==> src/rtl/rc4_stream_host.sv <==
// rc4_stream_host: owns key/message buffers, streams them into an RC4 core, loops the
// captured ciphertext back for decryption and checks the recovered plaintext.
module rc4_stream_host #(
    parameter int KEY_LEN = 32,
    parameter int MSG_LEN = 64,
    parameter int TIMEOUT = 1024
) (
    input  logic       clk,
    input  logic       rst,
    input  logic       start,
    input  logic       load_en,
    input  logic       load_sel,
    input  logic [5:0] load_addr,
    input  logic [7:0] load_data,
    output logic       key_valid,
    output logic [7:0] key_in,
    input  logic       plain_read,
    output logic       plain_in_valid,
    output logic [7:0] plain_in,
    input  logic       cipher_write,
    input  logic [7:0] cipher_out,
    input  logic       cipher_read,
    output logic       cipher_in_valid,
    output logic [7:0] cipher_in,
    input  logic       plain_write,
    input  logic [7:0] plain_out,
    output logic       busy,
    output logic       finished,
    output logic       pass,
    output logic       timeout,
    output logic [7:0] err_count
);
    typedef enum logic [2:0] {IDLE, KEY, WAIT_PR, PLAIN, WAIT_CR, CIPHER, FIN} state_t;
    localparam int WW = $clog2(TIMEOUT + 1);
    localparam logic [6:0] ML = 7'(MSG_LEN);
    localparam logic [5:0] KL = 6'(KEY_LEN);

    state_t state;
    logic [7:0] key_buf [KEY_LEN];
    logic [7:0] plain_buf [MSG_LEN];
    logic [7:0] cipher_buf [MSG_LEN];
    logic [5:0] key_cnt;
    logic [6:0] tx_ptr, rx_ptr;
    logic [WW-1:0] wd;
    logic enc, dec, rd, tx_ok, wr, rx_ok, bad, done, act, wd_hit;

    // A read seen in a wait state is served at once, keeping the request-to-data latency at one cycle.
    always_comb begin
        enc = state == WAIT_PR || state == PLAIN;
        dec = state == WAIT_CR || state == CIPHER;
        rd = enc ? plain_read : dec && cipher_read;
        tx_ok = rd && tx_ptr < ML;
        wr = state == PLAIN ? cipher_write : state == CIPHER && plain_write;
        rx_ok = wr && rx_ptr < ML;
        bad = wr && (!rx_ok || (state == CIPHER && plain_out != plain_buf[rx_ptr[5:0]]));
        done = tx_ptr == ML && rx_ptr == ML;
        act = plain_read || cipher_read || cipher_write || plain_write;
        wd_hit = (enc || dec) && !act && wd == WW'(TIMEOUT - 1);
    end

    always_ff @(posedge clk) begin
        if (state == IDLE && load_en && load_sel) plain_buf[load_addr] <= load_data;
        if (state == IDLE && load_en && !load_sel) key_buf[load_addr[4:0]] <= load_data;
        if (state == PLAIN && rx_ok) cipher_buf[rx_ptr[5:0]] <= cipher_out;
    end

    always_ff @(posedge clk or posedge rst) begin
        if (rst) begin
            state <= IDLE;
            key_valid <= 1'b0;
            key_in <= 8'h00;
            plain_in_valid <= 1'b0;
            plain_in <= 8'h00;
            cipher_in_valid <= 1'b0;
            cipher_in <= 8'h00;
            busy <= 1'b0;
            finished <= 1'b0;
            pass <= 1'b0;
            timeout <= 1'b0;
            err_count <= 8'h00;
            key_cnt <= '0;
            tx_ptr <= '0;
            rx_ptr <= '0;
            wd <= '0;
        end else begin
            plain_in_valid <= 1'b0;
            cipher_in_valid <= 1'b0;
            wd <= act ? '0 : wd + 1'b1;
            if (tx_ok) begin
                if (enc) begin
                    plain_in_valid <= 1'b1;
                    plain_in <= plain_buf[tx_ptr[5:0]];
                end else begin
                    cipher_in_valid <= 1'b1;
                    cipher_in <= cipher_buf[tx_ptr[5:0]];
                end
                tx_ptr <= tx_ptr + 7'd1;
            end
            if (rx_ok) rx_ptr <= rx_ptr + 7'd1;
            if (bad && err_count != 8'hFF) err_count <= err_count + 8'd1;
            case (state)
                IDLE, FIN: begin
                    if (state == FIN) begin
                        finished <= 1'b1;
                        pass <= err_count == 8'h00 && !timeout;
                    end
                    if (start) begin
                        state <= KEY;
                        key_valid <= 1'b1;
                        key_in <= 8'h00;
                        key_cnt <= '0;
                        busy <= 1'b1;
                        finished <= 1'b0;
                        pass <= 1'b0;
                        timeout <= 1'b0;
                        err_count <= 8'h00;
                        tx_ptr <= '0;
                        rx_ptr <= '0;
                        wd <= '0;
                    end
                end
                KEY: begin
                    if (key_cnt == KL) begin
                        state <= WAIT_PR;
                        key_valid <= 1'b0;
                        key_in <= 8'h00;
                        wd <= '0;
                    end else begin
                        key_in <= key_buf[key_cnt[4:0]];
                        key_cnt <= key_cnt + 6'd1;
                    end
                end
                WAIT_PR: if (plain_read) begin
                    state <= PLAIN;
                    wd <= '0;
                end
                PLAIN: if (done) begin
                    state <= WAIT_CR;
                    tx_ptr <= '0;
                    rx_ptr <= '0;
                    wd <= '0;
                end
                WAIT_CR: if (cipher_read) begin
                    state <= CIPHER;
                    wd <= '0;
                end
                CIPHER: if (done) begin
                    state <= FIN;
                    busy <= 1'b0;
                    wd <= '0;
                end
                default: ;
            endcase
            if (wd_hit) begin
                state <= FIN;
                busy <= 1'b0;
                timeout <= 1'b1;
                wd <= '0;
            end
        end
    end
endmodule

==> config.mk <==
export PLATFORM = sky130hd
export DESIGN_NAME = rc4_stream_host
export DESIGN_NICKNAME = d
export VERILOG_FILES = /design/src/rtl/rc4_stream_host.sv
export SDC_FILE = /design/constraint.sdc
export NUM_CORES = 2
export LEC_CHECK = 0
export CAP_MARGIN = 20
export CORE_MARGIN = 4
export CORE_UTILIZATION = 65
export DETAILED_ROUTE_END_ITERATION = 12
export GPL_TIMING_DRIVEN = 1
export PLACE_DENSITY_LB_ADDON = 0.2
export SETUP_SLACK_MARGIN = 0.05
export SYNTH_ARGS = -nofsm -noshare
export SYNTH_HDL_FRONTEND = slang
export SYNTH_SLANG_ARGS = --single-unit
==> constraint.sdc <==
create_clock -name clk -period 4.9 [get_ports clk]
set_input_delay 0.98 -clock clk [delete_from_list [all_inputs] [get_ports clk]]
set_output_delay 0.98 -clock clk [all_outputs]
set_load 0.1 [all_outputs]
==> summary.txt <==
Outcome = completed
Period utilization = 91.4%
Yosys warnings = 0
Worst r2r path cells = 10
Synthesis-to-finish area growth = 12.1%
Clk_skew = 45.4 ps
Layout cells sized above 1 = 26.1%
Initial DRC Count = 5169
Crit path arrival time = 5130 ps
Max Root-Sink Buffers = 3
Wire per inst = 35.9 um
CTS resizes = 0
Hold path cells = 1
Register bit total from synthesis = 1353
Critical Path Start Type = register
DIE AREA = 0.0933 mm2
Design Area, Final = 0.0645 mm2
# nets final = 3163
Vias per cell = 7.37
Post-synth top flop = edfxtp_1
Post-synth EDFFs = 1280
Residual DRC count = 0
DR vias = 32300
Overall power = 0.0340 W
Least-Margin Pin Slew = 1150 ps
Final min period = 4480 ps
Maximum number of pins on one net before global-route repair = 66
Finished Core Util = 73.8%
Crit. End Element = register
Sink Count = 1353
Clk_lat worst skew = 760 ps
CTS root buf = clkbuf_16
Unique masters post-synth = 71
Worst path required time = 5560 ps
Number of setup buffers added after CTS = 0
IO Count = 78
Post-Syn Area = 0.0575 mm2
Pwr dens = 528 mW/mm2
Setup TNS = 0 ps
First drt pass iteration count = 6
Worst Path Max Fanout = 41
Std cell rows = 108
Max Fclk = 223 MHz
CTS clk-pin slew, worst paths = 60 ps
CTS HTree Levels = 4
Die Wd = 305 um
IO buf count = 77
Final ANT Viol Nets = 0
Worst Hold Class = reg -> reg
Overflow after GRT = 0
Relative slew slack = 23.4%
Setup violations, final = 0
Starting density of the core = 65.9%
Dpl cell area = 0.0599 mm2
Die Span Y = 305 um
FFs w/ async S/R, synth = 5.40%
First-pass GRT wire length = 230000 um
Inserted Clock Buffers = 135
Total leakage power = 20.1 nW
RD Place Congestion = 0.995
Fill cells = 4843
Hpwl dp = 101000 um
Syn Nets = 3004
Initial antenna violation count = 9
Placeable Area = 0.0873 mm2
Drt total wl = 157000 um
Mapped Avg Cell Area = 19.5 um2
Post-CTS Hold Buffers = 0
GRT Util Overall = 34.3%
Max-cap violations = 0
CTS tree = done
Maximum vdd drop = 488 uV
Register area share after synthesis = 70.0%
Number of global-route vias before repair = 32500
CP Class = reg -> reg
Max-slew violations = 0
Final hold viol count = 0
Post-Synthesis Cells = 2956
RSZ-0062 raised after global routing = no
-- cells in the mapped netlist, drive strengths merged, types with 14 or more instances --
library cell | count | share of area (%)
o22a | 21 | 0.32
buf | 96 | 0.97
o22ai | 46 | 0.50
nor2 | 200 | 1.3
nand2 | 106 | 0.70
clkbuf | 100 | 0.65
mux2i | 157 | 2.7
o21ai | 50 | 0.44
dfrtp | 73 | 3.2
mux4 | 447 | 18
a21oi | 34 | 0.30
xor2 | 17 | 0.26
inv | 23 | 0.15
a221oi | 33 | 0.50
nand3b | 22 | 0.29
nand2b | 22 | 0.24
nand4 | 14 | 0.16
edfxtp | 1280 | 67
nand3 | 22 | 0.19
mux2 | 20 | 0.39
nor3 | 19 | 0.17
and3 | 15 | 0.16
-- layout make-up --
| class | count | area [um2] | share of cell area [%] |
|---|---|---|---|
| flip-flops and latches | 1353 | 40300 | 62.5 |
| clock inverters | 69 | 543 | 0.842 |
| diodes | 3 | 7.51 | 0.0116 |
| repair buffers | 218 | 2050 | 3.18 |
| clock buffers | 178 | 3770 | 5.85 |
| well taps | 1155 | 1450 | 2.24 |
| inverters | 23 | 88.8 | 0.138 |
| multi-input cells | 1384 | 16300 | 25.2 |
-- path summary, 6_finish.rpt --
| path | start | endpoint | slack (ps) |
|---|---|---|---|
| worst max register to register | rx_ptr[0] | err_count[0] | 420 |
| worst min-delay path | wd[0] | wd[0] | 490 |
| min in group asynchronous | rst | wd[7] | 780 |
| worst min register to register | wd[0] | wd[0] | 490 |
| max in group asynchronous | rst | cipher_in[3] | 3230 |
| worst max-delay path | rx_ptr[0] | err_count[0] | 420 |
-- per-stage QoR --
step | hold WS (ps) | worst slack, ps | cells
floorplan | 455 | 1770 | 2956
global placement | 467 | 835 | 4121
detailed placement | 477 | 665 | 4122
CTS | 486 | 648 | 4369
global route | 508 | 264 | 4381
finish | 487 | 422 | 4383
-- flip-flops by register name, summed over array words and instances, names as in the netlist --
register         cells
plain_in_valid       1
plain_buf          512
pass                 1
err_count            8
key_buf            256
cipher_buf         512
wd                  11
cipher_in_valid      1
rx_ptr               7
key_valid            1
finished             1
cipher_in            8
busy                 1
key_in               8
timeout              1
tx_ptr               7
key_cnt              6
plain_in             8
state                3
-- logic make-up after synthesis --
group	synth area share [%]
adder cells (fa/ha/maj)	0.196
multiplexers	20.7
XOR/XNOR	0.411
flip-flops	70.0
AO/OA/AOI/OAI	2.85
buffers and inverters	1.78
AND/OR/NAND/NOR	4.08
-- worst max-delay path, cell delays in order, from the launching register on --
cell,delay (ps)
dfrtp_4,790
or2_2,540
buf_4,330
o22a_1,180
a21oi_1,140
a2111oi_0,690
a21oi_1,210
nor4_2,570
nand4_2,360
o21ai_2,280
mux2i_1,210
-- cells in the final DEF (no fill, tap or decap), types with 17 or more instances in the layout --
cell / count
edfxtp_1: 1280
mux4_2: 438
nor2_1: 199
mux2i_1: 157
clkbuf_16: 143
buf_4: 117
nand2_1: 105
dfrtp_1: 64
clkdlybuf4s50_1: 61
o21ai_0: 46
o22ai_1: 46
a21oi_1: 34
a221oi_1: 33
clkinv_1: 30
clkbuf_1: 29
nand3_1: 22
nand2b_1: 22
nand3b_1: 22
clkinv_2: 22
buf_12: 22
o22a_1: 21
inv_1: 20
mux2_2: 20
nor3_1: 18
xor2_1: 17
-- metal layers --
metal  vias up  global-route usage [%]  wire (um)
li1      12600                       -          -
met1     16600                    47.0      54100
met2      2645                    53.0      75100
met3       499                    9.36      19900
met4        10                    15.0       8260
met5         -                       0         60
-- power by group --
part	internal (W)	switching, W	leakage, nW
Clock	0.00579	0.00433	2.11
Combinational	0.00443	0.00595	5.53
Sequential	0.0128	0.000661	12.4
(Power assumes the default switching activity.)
